==> src/rtl/jt1943_rom_pkg.sv <==
// Shared types and constants for the 1943 ROM port arbiter.
// Slot numbering doubles as fixed priority: lower index is served first.
package jt1943_rom_pkg;

    typedef enum logic [1:0] {
        IDLE = 2'd0,
        REQ  = 2'd1,
        WAIT = 2'd2,
        DONE = 2'd3
    } state_e;

    localparam int NSLOT = 4;

    localparam logic [1:0] SLOT_MAIN = 2'd0;
    localparam logic [1:0] SLOT_SND  = 2'd1;
    localparam logic [1:0] SLOT_CHAR = 2'd2;
    localparam logic [1:0] SLOT_OBJ  = 2'd3;

endpackage

==> src/rtl/jt1943_rom_slot.sv <==
// One requester slot: single-word cache plus the "already answered" flag
// that keeps a held request from being served twice.
module jt1943_rom_slot #(
    parameter int AW = 22,
    parameter int DW = 32
) (
    input  logic          clk,
    input  logic          rst,
    input  logic          flush_i,
    input  logic          req_i,
    input  logic [AW-1:0] addr_i,
    input  logic          wr_i,
    input  logic [AW-1:0] wr_addr_i,
    input  logic [DW-1:0] wr_data_i,
    input  logic          ok_i,
    output logic          hit_o,
    output logic          pending_o,
    output logic [DW-1:0] data_o
);

    logic [AW-1:0] addr_q;
    logic [DW-1:0] data_q;
    logic          valid_q;
    logic          served_q;

    always_ff @(posedge clk) begin
        if (rst) begin
            addr_q   <= '0;
            data_q   <= '0;
            valid_q  <= 1'b0;
            served_q <= 1'b0;
        end else begin
            if (flush_i) begin
                valid_q <= 1'b0;
            end else if (wr_i) begin
                valid_q <= 1'b1;
                addr_q  <= wr_addr_i;
                data_q  <= wr_data_i;
            end
            // Served sticks while the request is held; an address change re-arms it.
            if (!req_i) begin
                served_q <= 1'b0;
            end else if (ok_i) begin
                served_q <= 1'b1;
            end
        end
    end

    assign hit_o     = valid_q && (addr_q == addr_i);
    assign pending_o = req_i && !(served_q && (addr_q == addr_i));
    assign data_o    = data_q;

endmodule

==> src/rtl/jt1943_rom_arb.sv <==
// Shares one SDRAM read port among four cached ROM requesters with fixed
// priority, an ack-to-ready timeout, and refresh windows when idle.
module jt1943_rom_arb
    import jt1943_rom_pkg::*;
#(
    parameter int AW   = 22,
    parameter int DW   = 32,
    parameter int TOUT = 255
) (
    input  logic                clk,
    input  logic                rst,
    input  logic                downloading,
    input  logic                loop_rst,
    input  logic [NSLOT-1:0]    slot_req,
    input  logic [NSLOT*AW-1:0] slot_addr,
    output logic [NSLOT-1:0]    slot_ok,
    output logic [DW-1:0]       slot_dout,
    output logic                sdram_req,
    output logic [AW-1:0]       sdram_addr,
    input  logic                sdram_ack,
    input  logic                data_rdy,
    input  logic [DW-1:0]       data_read,
    output logic                refresh_en
);

    localparam int CW = $clog2(TOUT + 1);

    logic             flush;
    logic             capture;
    logic [NSLOT-1:0] hit;
    logic [NSLOT-1:0] pending;
    logic [AW-1:0]    addr_w    [NSLOT];
    logic [DW-1:0]    slot_data [NSLOT];
    logic [1:0]       sel_idx;
    logic             sel_vld;

    state_e           state_q, state_d;
    logic [1:0]       idx_q, idx_d;
    logic [CW-1:0]    cnt_q, cnt_d;
    logic             sdram_req_q, sdram_req_d;
    logic [AW-1:0]    sdram_addr_q, sdram_addr_d;
    logic [NSLOT-1:0] slot_ok_q, slot_ok_d;
    logic [DW-1:0]    slot_dout_q, slot_dout_d;
    logic             refresh_q, refresh_d;

    assign flush = downloading | loop_rst;

    generate
        for (genvar gi = 0; gi < NSLOT; gi++) begin : g_slot
            assign addr_w[gi] = slot_addr[gi*AW +: AW];

            jt1943_rom_slot #(
                .AW (AW),
                .DW (DW)
            ) u_slot (
                .clk       (clk),
                .rst       (rst),
                .flush_i   (flush),
                .req_i     (slot_req[gi]),
                .addr_i    (addr_w[gi]),
                .wr_i      (capture && (idx_q == 2'(gi))),
                .wr_addr_i (sdram_addr_q),
                .wr_data_i (data_read),
                .ok_i      (slot_ok_d[gi]),
                .hit_o     (hit[gi]),
                .pending_o (pending[gi]),
                .data_o    (slot_data[gi])
            );
        end
    endgenerate

    always_comb begin
        sel_vld = 1'b0;
        sel_idx = 2'd0;
        for (int i = NSLOT - 1; i >= 0; i--) begin
            if (pending[i]) begin
                sel_vld = 1'b1;
                sel_idx = 2'(i);
            end
        end
    end

    always_comb begin
        state_d      = state_q;
        idx_d        = idx_q;
        cnt_d        = cnt_q;
        sdram_req_d  = 1'b0;
        sdram_addr_d = sdram_addr_q;
        slot_ok_d    = '0;
        slot_dout_d  = slot_dout_q;
        refresh_d    = 1'b0;
        capture      = 1'b0;
        if (flush) begin
            state_d   = IDLE;
            refresh_d = 1'b1;
        end else begin
            case (state_q)
                IDLE: begin
                    refresh_d = ~|(pending & ~hit);
                    if (sel_vld) begin
                        if (hit[sel_idx]) begin
                            slot_ok_d[sel_idx] = 1'b1;
                            slot_dout_d        = slot_data[sel_idx];
                        end else begin
                            state_d      = REQ;
                            idx_d        = sel_idx;
                            sdram_addr_d = addr_w[sel_idx];
                            sdram_req_d  = 1'b1;
                        end
                    end
                end
                REQ: begin
                    sdram_req_d = 1'b1;
                    if (sdram_ack) begin
                        sdram_req_d = 1'b0;
                        cnt_d       = '0;
                        if (data_rdy) begin
                            capture = 1'b1;
                            state_d = DONE;
                        end else begin
                            state_d = WAIT;
                        end
                    end
                end
                WAIT: begin
                    cnt_d = cnt_q + CW'(1);
                    if (data_rdy) begin
                        capture = 1'b1;
                        state_d = DONE;
                    end else if (cnt_q == CW'(TOUT - 1)) begin
                        // Give up silently; the slot is still pending and retries.
                        state_d = IDLE;
                    end
                end
                DONE: begin
                    slot_ok_d   = NSLOT'(1) << idx_q;
                    slot_dout_d = slot_data[idx_q];
                    state_d     = IDLE;
                end
                default: state_d = IDLE;
            endcase
        end
    end

    always_ff @(posedge clk) begin
        if (rst) begin
            state_q      <= IDLE;
            idx_q        <= 2'd0;
            cnt_q        <= '0;
            sdram_req_q  <= 1'b0;
            sdram_addr_q <= '0;
            slot_ok_q    <= '0;
            slot_dout_q  <= '0;
            refresh_q    <= 1'b1;
        end else begin
            state_q      <= state_d;
            idx_q        <= idx_d;
            cnt_q        <= cnt_d;
            sdram_req_q  <= sdram_req_d;
            sdram_addr_q <= sdram_addr_d;
            slot_ok_q    <= slot_ok_d;
            slot_dout_q  <= slot_dout_d;
            refresh_q    <= refresh_d;
        end
    end

    assign sdram_req  = sdram_req_q;
    assign sdram_addr = sdram_addr_q;
    assign slot_ok    = slot_ok_q;
    assign slot_dout  = slot_dout_q;
    assign refresh_en = refresh_q;

endmodule

==> config.mk <==
export PLATFORM = sky130hd
export DESIGN_NAME = jt1943_rom_arb
export DESIGN_NICKNAME = d
export VERILOG_FILES = /design/src/rtl/jt1943_rom_pkg.sv /design/src/rtl/jt1943_rom_slot.sv /design/src/rtl/jt1943_rom_arb.sv
export SDC_FILE = /design/constraint.sdc
export NUM_CORES = 1
export LEC_CHECK = 0
export ABC_AREA = 0
export CORE_MARGIN = 5
export CORE_UTILIZATION = 45
export DETAILED_ROUTE_END_ITERATION = 16
export PLACE_DENSITY = 0.75
export SYNTH_ARGS = -nofsm -noshare
export SYNTH_HDL_FRONTEND = slang
export SYNTH_SLANG_ARGS = --single-unit
==> constraint.sdc <==
create_clock -name clk -period 3.7 [get_ports clk]
set_clock_uncertainty 0.2 [all_clocks]
set_input_delay 0.74 -clock clk [delete_from_list [all_inputs] [get_ports clk]]
set_output_delay 0.74 -clock clk [all_outputs]
set_load 0.01 [all_outputs]
==> metrics.csv <==
stage,metric,value,unit
synth,YS warnings,0,
global_route,Tot GR Track Use,25.39,%
floorplanning,Die Span X,187.0,um
critical_path,critical path cell sequence,"clkdlybuf4s50_1, xor2_1, nor4_1, buf_4, nand4_1, or4_1, nand3_1, o2111a_2, nor2_1, buf_12, a311oi_1",
drt,final WL,46.31,mm
pwr,Seq pwr share,44.5,%
sta,post-route setup TNS,0,ns
sta,post-route clock period utilization,94.08,%
cts,CTS max path bufs,3,
critical_path,CP top delay family,simple AND/OR/NAND/NOR gates,
synth,cell taking the most area after synthesis,dfxtp_1,
synth,synthesized instance count,1685,
critical_path,Slowest cell on crit path,or4_1,
critical_path,crit path kind,in -> reg,
global_route,total grt overflow,0,
critical_path,Worst R2R Setup Slack,0.59,ns
cts,CTS clock-pin slew for the worst setup and hold paths,0.06,ns
sta,relative slew slack,28.61,%
sta,final worst path period need,3.481,ns
drt,drt drc,0,
sta,RSZ-0062 raised after global routing,false,
critical_path,worst r2r path cells,10,
synth,Post-synth ARST share,0,%
pwr,VDD IR max,0.3091,mV
finish,"commonest non-fill, non-tap cell in the layout",nand2_1,
cts,CTS Hold Bufs,0,
sta,Final Hold Viols,0,
cts,CTS tree,built,
cts,H-tree Lvls,2,
critical_path,CP Launch Type,primary input,
critical_path,FF-to-FF Start,g_slot[1].u_slot.addr_q[13],
critical_path,Crit. End Element,register,
min_path,min-delay worst type,reg -> reg,
drt,initial DRC count,1427,
synth,Yosys top cell area share,42.05,%
finish,"commonest non-fill, non-tap cells in the layout","494 x nand2_1, 294 x dfxtp_1, 247 x a21oi_1",
synth,top post-synthesis cells by area,"dfxtp_1 42%, nand2_1 13%, a21oi_1 8.8%",
floorplanning,Boundary Pins,190,
floorplanning,Initial Util,45.83,%
critical_path,crit path buf inv count,3,
cts,total CTS buffers,34,
pwr,P_leak,5.970,nW
synth,Post-Syn Area,0.01409,sq mm
global_route,largest net degree at the start of global routing,101,
cts,Worst-Skew Late Latency,0.52,ns
synth,Cell variety after synth,57,
drt,first-pass detailed-route iteration total,8,
global_route,initial antenna violation count,1,
floorplanning,die area,0.03496,sq mm
critical_path,"slowest stage delay, CP",0.60,ns
finish,# fillers,2693,
run,Max-cap violations,0,
pwr,PwrDens,406.3,mW/mm^2
synth,post-synthesis sequential area ratio,42.05,%
pwr,Psw,1.738,mW
cts,Post-CTS Setup Bufs,0,
finish,fin nets,2010,
synth,Most used DFF post-synth,dfxtp_1,
synth,syn nets,1822,
critical_path,crit path max fanout,22,
floorplanning,# rows,64,
pwr,Comb pwr share,8.8,%
drt,Vias,13540,
cts,# clock sinks,296,
drt,Via-to-Cell Ratio,5.906,
critical_path,Worst R2R End,sdram_addr[6],
cts,clock root buffer,clkbuf_16,
global_route,first-pass GRT wire length,72.66,mm
critical_path,CP required,3.90,ns
finish,register area,0.005928,sq mm
pwr,Int Pwr,5.573,mW
pwr,Clock power frac,46.8,%
global_route,vias in the first global route,13410,
run_status,status,finished clean,
critical_path,CP arrival,3.68,ns
floorplanning,Vert. Die Dim,187.0,um
finish,multi-input logic area,0.007620,sq mm
drt,routed wire length per instance,20.20,um
finish,ant diodes,0,
min_path,worst min-delay path startpoint,g_slot[2].u_slot.addr_q[5],
finish,fraction of layout cells with a size suffix above 1,10.70,%
min_path,Worst Hold End,g_slot[2].u_slot.addr_q[5],
sta,Final Max Slew Viols,0,
synth,Seq cells post-synth,296,
floorplanning,core area,0.03075,sq mm
sta,Worst Tran Pin Value,1.071,ns
synth,number of synthesized flops with an enable pin,0,
pwr,Final Total Pwr,7.311,mW
sta,worst hold slack,0.2675,ns
min_path,worst hold path depth,2,
sta,Peak Freq,287.3,MHz
pwr,switching share of power,23.77,%
finish,area delta synth->final,27.68,%
placement,Routability Congestion,0.9121,
sta,Final setup viols,0,
placement,HPWL after detailed placement,30.10,mm
drt,Routed Antenna Nets,0,
placement,IO buf count,189,
synth,Synth Area per Inst,8.364,sq um
## area by class of cell
class                           count  area share [%]
Clock buffer                       46           5.375
Clock inverter                     14          0.9387
Inverter                           13          0.2712
Multi-Input combinational cell   1248           42.34
Sequential cell                   296           32.94
Tap cell                          396           2.753
Timing Repair Buffer              280           15.37
## logic make-up (layout without fill, tap and decap cells)
kind of cell | count (synthesis) | after routing | share of synthesized area (%)
buf+inv | 141 | 353 | 4.208
simple gates | 691 | 691 | 21.72
fa+ha+maj | 7 | 7 | 0.6214
mux | 65 | 65 | 7.457
xor+xnor | 93 | 93 | 5.779
flops | 296 | 296 | 42.05
compound gates | 392 | 392 | 18.17
## synth_stat cells, drive strengths merged (30+ instances only)
cell,instances
a21oi,247
a221oi,33
a311o,32
clkbuf,106
dfxtp,296
mux2i,33
mux4,32
nand2,495
nand2b,66
nor2,30
nor2b,33
xnor2,75
## what timing repair did
item,in CTS,in global routing
gates resized for setup,0,1
endpoints found under the setup margin,0,2
endpoints found under the hold margin,0,0
## power by group through the flow
| stage | Clock (mW) | Sequential (mW) | Combinational, mW |
|---|---|---|---|
| 6_report | 3.42 | 3.25 | 0.640 |
| 5_1_grt | 3.61 | 3.25 | 0.667 |
| 4_1_cts | 3.45 | 3.25 | 0.630 |
| 3_5_place_dp | 0 | 3.32 | 0.625 |
| 3_3_place_gp | 0 | 3.32 | 0.622 |
| 2_1_floorplan | 0 | 3.31 | 0.256 |
## worst max-delay path by stage
stage	startpoint	end	slack [ns]	cells past startpoint
global route	slot_addr[26]	g_slot[2].u_slot.served_q	0.08	10
global placement	slot_addr[26]	g_slot[3].u_slot.served_q	-0.23	10
detailed placement	slot_addr[26]	g_slot[2].u_slot.served_q	-0.30	10
CTS	slot_addr[26]	sdram_addr[6]	0.18	11
finish	slot_addr[30]	sdram_addr[6]	0.22	11
floorplan	slot_addr[46]	slot_dout[10]	0.55	10
## worst min-delay path, stage by stage (launching register included)
cell	delay [ns]
dfxtp_1	0.32
nand2_1	0.05
a21oi_1	0.05
## sequential cells by signal, indices dropped and copies added, names as in the netlist
register / flops
g_slot.u_slot.addr_q: 88
g_slot.u_slot.data_o: 128
sdram_addr: 22
cnt_q: 8
state_q: 2
refresh_en: 1
slot_dout: 32
idx_q: 2
slot_ok: 4
sdram_req: 1
g_slot.u_slot.served_q: 4
g_slot.u_slot.valid_q: 4
## through the flow
| step | util [%] | instance area, sq um | setup slack, ns | std cells |
|---|---|---|---|---|
| 6_report | 58.52 | 17990 | 0.2190 | 2293 |
| 5_1_grt | 58.52 | 17990 | 0.07703 | 2293 |
| 4_1_cts | 58.52 | 17990 | 0.1842 | 2293 |
| 3_5_place_dp | 54.82 | 16860 | -0.2970 | 2233 |
| 3_3_place_gp | 54.82 | 16860 | -0.2302 | 2233 |
| 2_1_floorplan | - | 14090 | 0.5469 | 1685 |
## metal layers
layer	wire length [um]	GRT usage [%]	vias to the layer above
met3	4016	4.349	128
li1	-	-	6257
met4	1785	10.61	2
met1	18380	32.11	6434
met2	22120	43.08	722
met5	13	0	-
(Power assumes the default switching activity.)
